--- src/rtl/uart_rx.sv ---
// UART receiver: 11-bit frames (start, 8 data LSB-first, parity, stop) with parity/stop checks.
// Optional build macro RX_GLITCH_FILTER_EN enables 2-of-3 majority sampling of each bit.
module uart_rx #(
    parameter int CLK_FREQ   = 50_000_000,
    parameter int OVERSAMPLE = 16
) (
    input  logic       clock,
    input  logic       reset_n,
    input  logic [1:0] baud_rate,
    input  logic [1:0] parity_type,
    input  logic       data_rx,
    output logic [7:0] data_out,
    output logic       parity_error,
    output logic       stop_error,
    output logic       active_flag,
    output logic       done_flag
);

    localparam int DIV_MAX = CLK_FREQ / (2400 * OVERSAMPLE) - 1;
    localparam int DIV_W   = (DIV_MAX > 1) ? $clog2(DIV_MAX + 1) : 1;
    localparam int TICK_W  = $clog2(OVERSAMPLE);

    localparam logic [DIV_W-1:0] DIV_2400  = DIV_W'(CLK_FREQ / (2400 * OVERSAMPLE) - 1);
    localparam logic [DIV_W-1:0] DIV_4800  = DIV_W'(CLK_FREQ / (4800 * OVERSAMPLE) - 1);
    localparam logic [DIV_W-1:0] DIV_9600  = DIV_W'(CLK_FREQ / (9600 * OVERSAMPLE) - 1);
    localparam logic [DIV_W-1:0] DIV_19200 = DIV_W'(CLK_FREQ / (19200 * OVERSAMPLE) - 1);

    localparam logic [TICK_W-1:0] TICK_HALF = TICK_W'(OVERSAMPLE / 2 - 1);
    localparam logic [TICK_W-1:0] TICK_LAST = TICK_W'(OVERSAMPLE - 1);

    typedef enum logic [2:0] {
        S_IDLE,
        S_START,
        S_DATA,
        S_PARITY,
        S_STOP
    } state_t;

    state_t state_q, state_d;

    logic              rx_meta_q, rx_sync_q, rx_prev_q;
    logic              rx_sample;
    logic [DIV_W-1:0]  div_cnt_q, div_cnt_d;
    logic [DIV_W-1:0]  divisor;
    logic              tick;
    logic              div_clr;
    logic [TICK_W-1:0] tick_cnt_q, tick_cnt_d;
    logic [2:0]        bit_cnt_q, bit_cnt_d;
    logic [7:0]        shift_q, shift_d;
    logic [1:0]        baud_q, baud_d;
    logic [1:0]        par_type_q, par_type_d;
    logic              par_err_q, par_err_d;
    logic [7:0]        data_out_q, data_out_d;
    logic              perr_out_q, perr_out_d;
    logic              serr_out_q, serr_out_d;
    logic              active_q, active_d;
    logic              done_q, done_d;

    // Two-flop synchronizer plus one delayed copy used for falling-edge detection.
    always_ff @(posedge clock or negedge reset_n) begin
        if (!reset_n) begin
            rx_meta_q <= 1'b1;
            rx_sync_q <= 1'b1;
            rx_prev_q <= 1'b1;
        end else begin
            rx_meta_q <= data_rx;
            rx_sync_q <= rx_meta_q;
            rx_prev_q <= rx_sync_q;
        end
    end

`ifdef RX_GLITCH_FILTER_EN
    logic rx_old_q;

    always_ff @(posedge clock or negedge reset_n) begin
        if (!reset_n) begin
            rx_old_q <= 1'b1;
        end else begin
            rx_old_q <= rx_prev_q;
        end
    end

    // Majority of three consecutive synced clocks; a one-clock glitch cannot win.
    assign rx_sample = (rx_sync_q & rx_prev_q) | (rx_sync_q & rx_old_q) | (rx_prev_q & rx_old_q);
`else
    assign rx_sample = rx_sync_q;
`endif

    always_comb begin
        divisor = DIV_2400;
        case (baud_q)
            2'b00:   divisor = DIV_2400;
            2'b01:   divisor = DIV_4800;
            2'b10:   divisor = DIV_9600;
            default: divisor = DIV_19200;
        endcase
    end

    assign tick = (div_cnt_q == divisor);

    always_comb begin
        state_d    = state_q;
        tick_cnt_d = tick_cnt_q;
        bit_cnt_d  = bit_cnt_q;
        shift_d    = shift_q;
        baud_d     = baud_q;
        par_type_d = par_type_q;
        par_err_d  = par_err_q;
        data_out_d = data_out_q;
        perr_out_d = perr_out_q;
        serr_out_d = serr_out_q;
        active_d   = active_q;
        done_d     = 1'b0;
        div_clr    = 1'b0;

        case (state_q)
            S_IDLE: begin
                if (rx_prev_q && !rx_sync_q) begin
                    state_d    = S_START;
                    active_d   = 1'b1;
                    tick_cnt_d = '0;
                    bit_cnt_d  = '0;
                    baud_d     = baud_rate;
                    par_type_d = parity_type;
                    div_clr    = 1'b1;
                end
            end
            S_START: begin
                if (tick) begin
                    if (tick_cnt_q == TICK_HALF) begin
                        tick_cnt_d = '0;
                        if (rx_sample) begin
                            state_d  = S_IDLE;
                            active_d = 1'b0;
                        end else begin
                            state_d = S_DATA;
                        end
                    end else begin
                        tick_cnt_d = tick_cnt_q + 1'b1;
                    end
                end
            end
            S_DATA: begin
                if (tick) begin
                    if (tick_cnt_q == TICK_LAST) begin
                        tick_cnt_d = '0;
                        shift_d    = {rx_sample, shift_q[7:1]};
                        bit_cnt_d  = bit_cnt_q + 3'd1;
                        if (bit_cnt_q == 3'd7) begin
                            state_d = S_PARITY;
                        end
                    end else begin
                        tick_cnt_d = tick_cnt_q + 1'b1;
                    end
                end
            end
            S_PARITY: begin
                if (tick) begin
                    if (tick_cnt_q == TICK_LAST) begin
                        tick_cnt_d = '0;
                        state_d    = S_STOP;
                        case (par_type_q)
                            2'b01:   par_err_d = ~^{shift_q, rx_sample};
                            2'b10:   par_err_d = ^{shift_q, rx_sample};
                            default: par_err_d = 1'b0;
                        endcase
                    end else begin
                        tick_cnt_d = tick_cnt_q + 1'b1;
                    end
                end
            end
            S_STOP: begin
                if (tick) begin
                    if (tick_cnt_q == TICK_LAST) begin
                        tick_cnt_d = '0;
                        data_out_d = shift_q;
                        perr_out_d = par_err_q;
                        serr_out_d = ~rx_sample;
                        done_d     = 1'b1;
                        active_d   = 1'b0;
                        state_d    = S_IDLE;
                    end else begin
                        tick_cnt_d = tick_cnt_q + 1'b1;
                    end
                end
            end
            default: begin
                state_d  = S_IDLE;
                active_d = 1'b0;
            end
        endcase

        // Clearing on START entry phase-aligns the tick grid to the detected edge.
        if (div_clr || tick) begin
            div_cnt_d = '0;
        end else begin
            div_cnt_d = div_cnt_q + 1'b1;
        end
    end

    always_ff @(posedge clock or negedge reset_n) begin
        if (!reset_n) begin
            state_q    <= S_IDLE;
            div_cnt_q  <= '0;
            tick_cnt_q <= '0;
            bit_cnt_q  <= '0;
            shift_q    <= '0;
            baud_q     <= '0;
            par_type_q <= '0;
            par_err_q  <= 1'b0;
            data_out_q <= '0;
            perr_out_q <= 1'b0;
            serr_out_q <= 1'b0;
            active_q   <= 1'b0;
            done_q     <= 1'b0;
        end else begin
            state_q    <= state_d;
            div_cnt_q  <= div_cnt_d;
            tick_cnt_q <= tick_cnt_d;
            bit_cnt_q  <= bit_cnt_d;
            shift_q    <= shift_d;
            baud_q     <= baud_d;
            par_type_q <= par_type_d;
            par_err_q  <= par_err_d;
            data_out_q <= data_out_d;
            perr_out_q <= perr_out_d;
            serr_out_q <= serr_out_d;
            active_q   <= active_d;
            done_q     <= done_d;
        end
    end

    assign data_out     = data_out_q;
    assign parity_error = perr_out_q;
    assign stop_error   = serr_out_q;
    assign active_flag  = active_q;
    assign done_flag    = done_q;

endmodule

--- config.mk ---
export PLATFORM = sky130hd
export DESIGN_NAME = uart_rx
export DESIGN_NICKNAME = d
export VERILOG_FILES = /design/src/rtl/uart_rx.sv
export SDC_FILE = /design/constraint.sdc
export NUM_CORES = 1
export LEC_CHECK = 0
export ABC_AREA = 0
export CORE_MARGIN = 2
export CORE_UTILIZATION = 50
export CTS_CLUSTER_DIAMETER = 150
export DETAILED_ROUTE_END_ITERATION = 8
export PLACE_DENSITY = 0.68
export SYNTH_ARGS = -nofsm -noshare
export SYNTH_HDL_FRONTEND = slang
export SYNTH_SLANG_ARGS = --single-unit
--- constraint.sdc ---
create_clock -name clock -period 3.3 [get_ports clock]
set_input_delay 0.33 -clock clock [delete_from_list [all_inputs] [get_ports clock]]
set_output_delay 0.33 -clock clock [all_outputs]
set_load 0.01 [all_outputs]
==> metrics.md, run 1 <==
| Metric | Value |
|---|---|
| Sequential share of power | `between 50% and 60%` |
| Syn Area/Cell | `about 11 um^2` |
| Die height | `75.0 um` |
| I/O Buffers | `18` |
| Largest cells by area after synthesis | `dfrtp_1 (46%), mux2_4 (4.8%), mux2_2 (4.5%)` |
| Library cells used by synthesis | `47` |
| Yosys reg bits | `around 50` |
| Top post-synthesis cells by count | `dfrtp_1 (46), nor2_1 (25), nand2_1 (17)` |
| Post-synth EDFFs | `0` |
| Sequential area share after synthesis | `between 40% and 50%` |
| Initial Util | `between 50% and 60%` |
| H-tree levels | `2` |
| Worst slack at placement | `0.621 ns` |
| Layout Nets | `259` |
| Top FF cell, synth | `dfrtp_1` |
| Cell chosen for the clock root | `clkbuf_8` |
| Clock power frac | `roughly a quarter` |
| Clock Sink Count | `49` |
| Post-synth top area cell | `dfrtp_1` |
| Post-cts hold buffer count | `0` |
| DRT iter0 DRCs | `roughly 80` |
| Core Rows | `25` |
| Die Area | `approximately 5600 um^2` |
| Tot GR Track Use | `18.3%` |
| Congestion Overflow GR | `0` |
| Critical Path Source Type | `register` |
| Total I/O pin count | `19` |
| Placer Congestion | `between 0.8 and 0.9` |
| Cell area after synthesis | `between 2000 and 3000 um^2` |
| Clk slew on worst S/H paths | `0.09 ns` |
| Critical path required time | `3.49 ns` |
| Max Cap Viol | `0` |
| Sw Ratio | `approximately a third` |
| Die width | `between 70 and 80 um` |
| Yosys Warn Count | `0` |
| Hold WS | `0.212 ns` |
| 1st-pass router iterations | `4` |
| Power per standard cell area | `about 510 nW/um^2` |
| Critical-path cell list | `inv_1 -> ha_1 -> or3_1 -> a211oi_2 -> and3_1 -> nand3_4 -> mux2_4` |
| Syn-to-layout area delta | `12.2%` |
| Worst Hold Class | `in2async` |
| NetSw | `approximately 470 uW` |
| Internal | `around 980 uW` |
| Post-DP HPWL | `between 3 and 4 mm` |
| # setup viols final | `0` |
| Logic pwr share | `between 20% and 30%` |
| Skew-Pair Late Insertion Delay | `0.31 ns` |
| Count leader, synth | `dfrtp_1` |
| Fmax | `around 0.37 GHz` |
| Post-CTS repair timing setup buffer count | `0` |
| Vias in the first global route | `1631` |
| Leakage Power | `between 1 and 1.5 nW` |
| Placed cell areas | `between 2000 and 3000 um^2` |
| Drt wl/cell | `between 10 and 15 um` |
| Slew margin rel. | `approximately 29%` |
| Worst VDD drop | `~0.35 mV` |
| Critical path data arrival time | `2.90 ns` |
| Vias | `~1700` |
| Core area | `roughly 4800 um^2` |
| DRC | `0` |
| Final ANT Viol Nets | `0` |
| Fin worst setup slack | `a little under 0.6 ns` |
| Final Hold Fails | `0` |
| Slew @ Worst Pin | `around 1.1 ns` |
| Critical path endpoint category | `register` |
| CTS buffer count | `5` |
| Asr flop ratio synth | `between 90% and 100%` |
| Post-Syn Instances | `roughly 230` |
| Post-CTS sizing | `0` |
| Final Max Slew Viols | `0` |
| CP max-delay cell | `and3_1` |
| CTS tree | `yes` |
| Period utilization | `82.1%` |
| Outcome | `finished clean` |
| CP max FO | `11` |
| CTS max path bufs | `2` |
| Layout Skew | `between 0.008 and 0.009 ns` |
| Ant. Diodes | `0` |
| TNS Setup | `0 ns` |
| Clock period minus worst slack | `between 2 and 3 ns` |
| Ratio of cells with drive above 1 in the final layout | `between 15 and 20%` |
| Crit Path Class | `reg2reg` |
| Top cell type's share of synthesized area | `between 40% and 50%` |
| Largest net degree at the start of global routing | `50` |
| Synthesized Nets | `~240` |
| Total Wirelength | `4.43 mm` |
| Unrepaired setup endpoints after global routing | `false` |
| First-pass GRT wire length | `~7.7 mm` |
| Initial antenna violation count | `0` |
| Final instance area | `around 2800 um^2` |
| Vias per cell | `between 5 and 6` |
| Crit path largest cell delay | `0.48 ns` |
## routing by layer
layer | vias up | track usage, % | share of wire, %
met5 | - | 0 | 0
met4 | 0 | 5.36 | 0.86
met3 | 4 | 4.02 | 3.1
met2 | 27 | 28.3 | 47
met1 | 833 | 26.0 | 49
li1 | 823 | - | -
## metrics by stage
step,std cells,power [mW],utilization (%)
floorplan,227,0.996,-
finish,312,1.45,59.1
global placement,304,1.08,57.0
global route,312,1.55,59.1
detailed placement,304,1.09,57.0
CTS,312,1.47,59.1
## path summary, 6_finish.rpt
kind                       startpoint            end  slack, ns  cells past startpoint
min reg2reg                 rx_meta_q      rx_sample       0.36                      0
max reg2reg                 baud_q[0]     shift_q[2]       0.59                      7
min                           reset_n      baud_q[1]       0.21                      1
min in group clock          rx_meta_q      rx_sample       0.36                      0
max                         baud_q[0]     shift_q[2]       0.59                      7
max in group asynchronous     reset_n  tick_cnt_q[3]       2.43                      1
## worst max-delay path, delay by kind of cell (launching register included)
family          cells  cell delay (ns)
flops               1             0.42
fa+ha+maj           1             0.23
compound gates      1             0.33
simple gates        3             1.15
buf+inv             1             0.10
mux                 1             0.37
## cells by family (layout without fill, tap and decap cells)
| logic type | Yosys count | count (layout) | synth area share, % |
|---|---|---|---|
| xor gates and xnor gates | 19 | 19 | 7.15 |
| and+or+nand+nor | 85 | 85 | 18.3 |
| buffers and inverters | 16 | 34 | 3.13 |
| AOI/OAI and AO/OA | 27 | 27 | 7.40 |
| muxes | 23 | 23 | 11.2 |
| DFF | 49 | 49 | 48.8 |
| adders and majority gates | 8 | 8 | 3.97 |
## layout by cell type, fill, tap and decap left out, drive strengths merged, types with 2 or more instances in the layout
cell type / synthesis / layout
a21oi: 7 / 7
xor2: 10 / 10
and4: 2 / 2
or2: 2 / 2
mux2: 18 / 18
nand3: 8 / 8
o21ai: 7 / 7
nand2b: 8 / 8
nor2: 25 / 25
nor3: 3 / 3
a22oi: 2 / 2
inv: 8 / 8
nand2: 17 / 17
xnor2: 8 / 8
or3: 4 / 4
dfrtp: 46 / 46
mux2i: 5 / 5
clkdlybuf4s50: 0 / 17
and3: 4 / 4
ha: 8 / 8
nand4: 7 / 7
clkbuf: 3 / 6
clkinv: 0 / 2
dfstp: 3 / 3
## power by group through the flow
stage / sequential (mW) / combinational [mW] / clock [mW]
2_1_floorplan: 0.746 / 0.250 / 0
3_3_place_gp: 0.776 / 0.302 / 0
3_5_place_dp: 0.780 / 0.309 / 0
4_1_cts: 0.768 / 0.310 / 0.387
5_1_grt: 0.782 / 0.362 / 0.404
6_report: 0.769 / 0.306 / 0.373
## cell type report
class / count / area, um^2
fillers: 429 / 1960
flip-flops and latches: 49 / 1230
multi-input cells: 162 / 1210
repair buffers: 18 / 175
well taps: 67 / 83.8
clock buffers: 6 / 82.6
inverters: 8 / 30.0
clock inverters: 2 / 13.8
## state kept, by name (all words and copies together) (netlist names)
name          cells
div_cnt_q        11
data_out          8
shift_q           8
tick_cnt_q        4
bit_cnt_q         3
state_q           3
baud_q            2
par_type_q        2
active_flag       1
done_flag         1
par_err_q         1
parity_error      1
rx_meta_q         1
rx_prev_q         1
rx_sample         1
stop_error        1
Note: power is estimated with default switching activity, not from simulation.
==> inputs of run 2 (changes only) <==
==> constraint.sdc (replaced) <==
create_clock -name clock -period 2.5 [get_ports clock]
set_input_delay 0.25 -clock clock [delete_from_list [all_inputs] [get_ports clock]]
set_output_delay 0.25 -clock clock [all_outputs]
set_load 0.01 [all_outputs]
==> run 2 against run 1 <==
Global-route usage up 0.76 points. First-iteration DRC count rose by 18%. Sequential share of layout area fell by 1.6 points. Worst setup slack lost 0.48 ns. Clock skew shrank 0.0023 ns. Highest routed layer unchanged. Sequential power rose by 29%. Hold slack gained 0.14 ns.
==> metrics.md, run 2 (synthesis results as in run 1) <==
| Metric | Value |
|---|---|
| Outcome | `finished clean` |
| Slew @ Worst Pin | `roughly 0.40 ns` |
| Unrepaired setup endpoints after global routing | `false` |
| Crit path largest cell delay | `~0.4 ns` |
| Ant. Diodes | `0` |
| Reg2reg start | `baud_q[0]` |
| CP startpoint | `baud_q[0]` |
| Logic pwr share | `between 20% and 30%` |
| Worst VDD drop | `~0.35 mV` |
| Final Max Slew Viols | `0` |
| Clock period minus worst slack | `2.39 ns` |
| Layout Skew | `between 0.006 and 0.007 ns` |
| DRT iter0 DRCs | `97` |
| Worst setup path endpoint | `par_err_q` |
| Sequential share of power | `roughly 48%` |
| Vias per cell | `around 5.3` |
| CP max-delay cell | `dfrtp_1` |
| NetSw | `620 uW` |
| CTS buffer count | `5` |
| RR Endpoint | `par_err_q` |
| I/O Buffers | `18` |
| TNS Setup | `0 ns` |
| Critical Path Source Type | `register` |
| Placed Instances | `approximately 310` |
| Ratio of cells with drive above 1 in the final layout | `a little under a fifth` |
| CTS tree | `yes` |
| Die Area | `between 5000 and 6000 um^2` |
| CP max FO | `4` |
| Clk slew on worst S/H paths | `0.09 ns` |
| Critical path data arrival time | `2.59 ns` |
| Placer Congestion | `0.793` |
| First-pass GRT wire length | `7.83 mm` |
| Die width | `75.0 um` |
| Total Wirelength | `~4.6 mm` |
| Worst Hold Class | `in2reg` |
| Critical path endpoint category | `register` |
| Layout fillers | `just over 400` |
| # setup viols final | `0` |
| Vias in the first global route | `1618` |
| Power per standard cell area | `about 710 nW/um^2` |
| Clock power frac | `around 28%` |
| Initial Util | `52.7%` |
| Drt wl/cell | `approximately 14 um` |
| Cell chosen for the clock root | `clkbuf_8` |
| Worst slack at placement | `0.0285 ns` |
| Max Cap Viol | `0` |
| Slew margin rel. | `between 70% and 80%` |
| CTS max path bufs | `2` |
| Fmax | `0.418 GHz` |
| Internal | `around 1.5 mW` |
| Max FFs per register | `11` |
| Leakage Power | `1.44 nW` |
| Commonest cells after routing, fill and taps aside | `dfrtp_1 (46), nor2_1 (25), nand2_1 (17), clkdlybuf4s50_1 (17)` |
| Vias | `around 1700` |
| Crit Path Class | `reg2reg` |
| Critical path required time | `~2.7 ns` |
| Die height | `about 75 um` |
| Final ANT Viol Nets | `0` |
| Initial antenna violation count | `0` |
| H-tree levels | `2` |
| Period utilization | `between 90% and 100%` |
| DRC | `0` |
| Syn-to-layout area delta | `16.4%` |
| Congestion Overflow GR | `0` |
| Core area | `4790 um^2` |
| Fin worst setup slack | `approximately 0.11 ns` |
| Most flops, register | `div_cnt_q` |
| Sw Ratio | `29.9%` |
| Final Hold Fails | `0` |
| Skew-Pair Late Insertion Delay | `0.30 ns` |
| Total I/O pin count | `19` |
| Layout Nets | `270` |
| Core Rows | `25` |
| 1st-pass router iterations | `4` |
| Tot GR Track Use | `a little under a fifth` |
| Final std cells w/o fill | `between 300 and 400` |
| Final core utilization | `between 60% and 70%` |
| Post-DP HPWL | `roughly 3.3 mm` |
| Largest net degree at the start of global routing | `33` |
| FF-to-FF path depth | `8` |
| Leading cell type in the layout, fill and taps excluded | `dfrtp_1` |
| Critical-path cell list | `inv_1 -> ha_1 -> or3_1 -> a211oi_2 -> buf_4 -> nand4_2 -> or3_4 -> mux2_4` |
| Clock Sink Count | `49` |
| R2R setup slack | `0.11 ns` |
## run 2: changes by cell type in the layout (fill, tap and decap cells not counted), sizes merged
cell         before  now
buf               1   11
clkbuf            6    7
bufinv            0    1
clkinv            2    0
dlygate4sd3       0    1
## run 2: how the worst min path moves through the flow
| stage | start | end | slack [ns] | depth (start not counted) |
|---|---|---|---|---|
| detailed placement | reset_n | tick_cnt_q[1] | 0.20 | 1 |
| CTS | data_rx | rx_meta_q | 0.34 | 1 |
| global placement | reset_n | baud_q[1] | 0.20 | 1 |
| floorplan | reset_n | active_flag | -0.05 | 0 |
| finish | data_rx | rx_meta_q | 0.35 | 1 |
| global route | data_rx | rx_meta_q | 0.34 | 1 |
## run 2: layout make-up
cell class | count | area (um^2) | area share (%)
repair buffers | 29 | 260 | 8.87
well taps | 67 | 83.8 | 2.86
multi-input cells | 162 | 1210 | 41.3
inverters | 8 | 30.0 | 1.02
clock buffers | 7 | 86.3 | 2.94
flip-flops and latches | 49 | 1230 | 41.9
clock inverters | 1 | 30.0 | 1.02
## run 2: metal layers
| layer | routed length (um) | vias to the layer above | track usage [%] |
|---|---|---|---|
| met3 | 116 | 7 | 3.61 |
| met4 | 85 | 0 | 8.33 |
| li1 | - | 839 | - |
| met2 | 2090 | 18 | 28.3 |
| met1 | 2280 | 833 | 27.2 |
| met5 | 0 | - | 0 |
## run 2: worst max-delay path, delay by kind of cell (launching register included)
kind                       cells  cell delay [ns]
AOI/OAI and AO/OA              1             0.25
and+or+nand+nor                3             0.86
muxes                          1             0.30
DFF                            1             0.40
adders and majority gates      1             0.23
buffers and inverters          2             0.26
## run 2: power groups by stage
| stage | logic, mW | clock network [mW] | registers, mW |
|---|---|---|---|
| 2_1_floorplan | 0.330 | 0 | 0.985 |
| 5_1_grt | 0.572 | 0.636 | 1.01 |
| 4_1_cts | 0.476 | 0.598 | 0.997 |
| 3_5_place_dp | 0.472 | 0 | 1.01 |
| 3_3_place_gp | 0.463 | 0 | 1.01 |
| 6_report | 0.499 | 0.580 | 0.994 |
## run 2: metrics by stage
step / total power, mW / hold WS (ns) / instance area [um^2]
3_5_place_dp: 1.48 / 0.201 / 2790
4_1_cts: 2.07 / 0.343 / 2920
3_3_place_gp: 1.47 / 0.201 / 2790
5_1_grt: 2.22 / 0.338 / 2930
6_report: 2.07 / 0.349 / 2930
2_1_floorplan: 1.31 / -0.0456 / 2520
## run 2: timing repair
action,in CTS,in global routing
hold buffers,1,0
endpoints found under the setup margin,0,32
setup buffers,0,2
hold endpoints to repair,14,0
resized for setup,0,1
==> inputs of run 3 (changes only) <==
--- a/config.mk
+++ b/config.mk
@@ -6,10 +6,12 @@
 export NUM_CORES = 1
 export LEC_CHECK = 0
 export ABC_AREA = 0
+export CAP_MARGIN = 40
 export CORE_MARGIN = 2
 export CORE_UTILIZATION = 50
 export CTS_CLUSTER_DIAMETER = 150
 export DETAILED_ROUTE_END_ITERATION = 8
+export GPL_TIMING_DRIVEN = 0
 export PLACE_DENSITY = 0.68
 export SYNTH_ARGS = -nofsm -noshare
 export SYNTH_HDL_FRONTEND = slang
==> run 3 against run 2 <==
Die area stayed put. Hold slack worse by 0.0044 ns. Highest routed layer unchanged. Register-to-register slack about the same. Power fell by 5.3%. First-iteration DRC count decreased by 15%. Global-route usage is 0.56 points lower. Combinational power shrank 1%.
==> metrics.md, run 3 (synthesis results as in run 1) <==
| Metric | Value |
|---|---|
| Critical Path Source Type | `register` |
| Worst Hold Path EP | `rx_meta_q` |
| CTS buffer count | `5` |
| 1st-pass router iterations | `4` |
| Period utilization | `between 90% and 100%` |
| Worst slack at placement | `-0.0216 ns` |
| Critical path required time | `~2.7 ns` |
| Clock Sink Count | `49` |
| Critical path data arrival time | `~2.6 ns` |
| Slew margin rel. | `about three fifths` |
| CP max FO | `4` |
| Worst VDD drop | `roughly 0.35 mV` |
| Die Area | `between 5000 and 6000 um^2` |
| Fmax | `0.417 GHz` |
| Ant. Diodes | `0` |
| First-pass GRT wire length | `about 7.8 mm` |
| Layout fillers | `around 420` |
| Most flops, register | `div_cnt_q` |
| I/O Buffers | `18` |
| Tot GR Track Use | `18.5%` |
| Layout Skew | `between 0.009 and 0.01 ns` |
| Vias per cell | `between 5 and 6` |
| Final instance area | `about 3000 um^2` |
| Final std cells w/o fill | `332` |
| CTS tree | `yes` |
| Final ANT Viol Nets | `0` |
| Initial Util | `between 50% and 60%` |
| Commonest cells after routing, fill and taps aside | `dfrtp_1 (46), nor2_1 (25), nand2_1 (17), clkdlybuf4s50_1 (17)` |
| Largest net degree at the start of global routing | `27` |
| DRC | `0` |
| H-tree levels | `2` |
| Vias in the first global route | `approximately 1600` |
| Syn-to-layout area delta | `19.3%` |
| HP Start | `data_rx` |
| Core Rows | `25` |
| DRT iter0 DRCs | `approximately 80` |
| Vias | `1748` |
| Total Wirelength | `4.66 mm` |
| # setup viols final | `0` |
| Initial antenna violation count | `0` |
| Die width | `between 70 and 80 um` |
| Ratio of cells with drive above 1 in the final layout | `~22%` |
| Power per standard cell area | `around 650 nW/um^2` |
| Hold-critical path depth | `1` |
| Worst Hold Class | `in2reg` |
| Post-DP HPWL | `between 3 and 4 mm` |
| Final Max Slew Viols | `0` |
| Core area | `about 4800 um^2` |
| Fin worst setup slack | `0.104 ns` |
| Slew @ Worst Pin | `~0.57 ns` |
| Clk slew on worst S/H paths | `around 0.09 ns` |
| R2R setup slack | `approximately 0.10 ns` |
| Layout Nets | `between 200 and 300` |
| Cell chosen for the clock root | `clkbuf_8` |
| Skew-Pair Late Insertion Delay | `~0.30 ns` |
| Die height | `75.0 um` |
| Drt wl/cell | `roughly 14 um` |
| Leading cell type in the layout, fill and taps excluded | `dfrtp_1` |
| Placer Congestion | `approximately 0.8` |
| Reg2reg start | `baud_q[0]` |
| FF-to-FF path depth | `7` |
| Leakage Power | `1.48 nW` |
| Crit Path Class | `reg2reg` |
| Max FFs per register | `11` |
| RR Endpoint | `par_err_q` |
| Clock period minus worst slack | `2.40 ns` |
| Placed Instances | `around 310` |
| Total I/O pin count | `19` |
| Final Hold Fails | `0` |
| Placed cell areas | `between 2000 and 3000 um^2` |
| Congestion Overflow GR | `0` |
| Outcome | `finished clean` |
| Critical path endpoint category | `register` |
| CTS max path bufs | `2` |
| Max Cap Viol | `0` |
==> run 3: worst max path at each step <==
stage | cells after the start | endpoint | startpoint | slack (ns)
after floorplan | 7 | par_err_q | baud_q[0] | 0.17
after global placement | 1 | data_out[3] | reset_n | -0.30
after detailed placement | 7 | par_err_q | baud_q[0] | -0.02
after CTS | 7 | par_err_q | baud_q[0] | 0.002
after global routing | 9 | shift_q[1] | baud_q[0] | -0.001
final | 7 | par_err_q | baud_q[0] | 0.10
==> run 3: what timing repair did <==
item / 4_1_cts / 5_1_grt
hold buffers: 1 / 0
resized for setup: 1 / 5
endpoints found under the hold margin: 20 / 0
pin swaps: 1 / 3
gates cloned: 0 / 1
setup buffers: 1 / 8
endpoints found under the setup margin: 11 / 30
==> run 3: area by class of cell <==
cell class	instances	area (um^2)	area share [%]
timing repair buffer	29	273	9.07
tap	67	83.8	2.79
clock buffer	6	72.6	2.41
clock inverter	2	13.8	0.458
multi-input combinational	163	1250	41.7
buffer	8	48.8	1.62
inverter	8	30.0	0.999
sequential	49	1230	40.9
==> run 3: stage by stage <==
stage,hold slack (ns),util [%],TNS [ns],power (mW)
finish,0.345,62.8,0,1.96
global route,0.344,62.8,-0.00112,2.10
CTS,0.344,60.8,0,1.93
detailed placement,0.272,58.5,-0.0216,1.45
global placement,0.346,58.2,-13.57,1.43
floorplan,-0.0456,-,0,1.31
==> run 3: critical path, cell delays in order, from the launching register on <==
cell and delay, ns:
dfrtp_1 0.39, inv_1 0.09, ha_2 0.21, or3_4 0.38, a211oi_4 0.32, nand4_2 0.18
or3_4 0.42, mux2_4 0.30
==> run 3: power by group <==
part	internal (mW)	total, mW	switching [mW]
clock network	0.200	0.462	0.263
logic	0.234	0.493	0.259
registers	0.884	1.01	0.125
==> run 3: metal layers <==
metal	part of all wire [%]	track usage, %	up-vias	wire length [um]
li1	-	-	871	-
met1	50	26.6	853	2340
met2	46	27.9	19	2150
met3	2.5	4.15	5	116
met4	1.2	5.75	0	57
met5	0	0	-	0
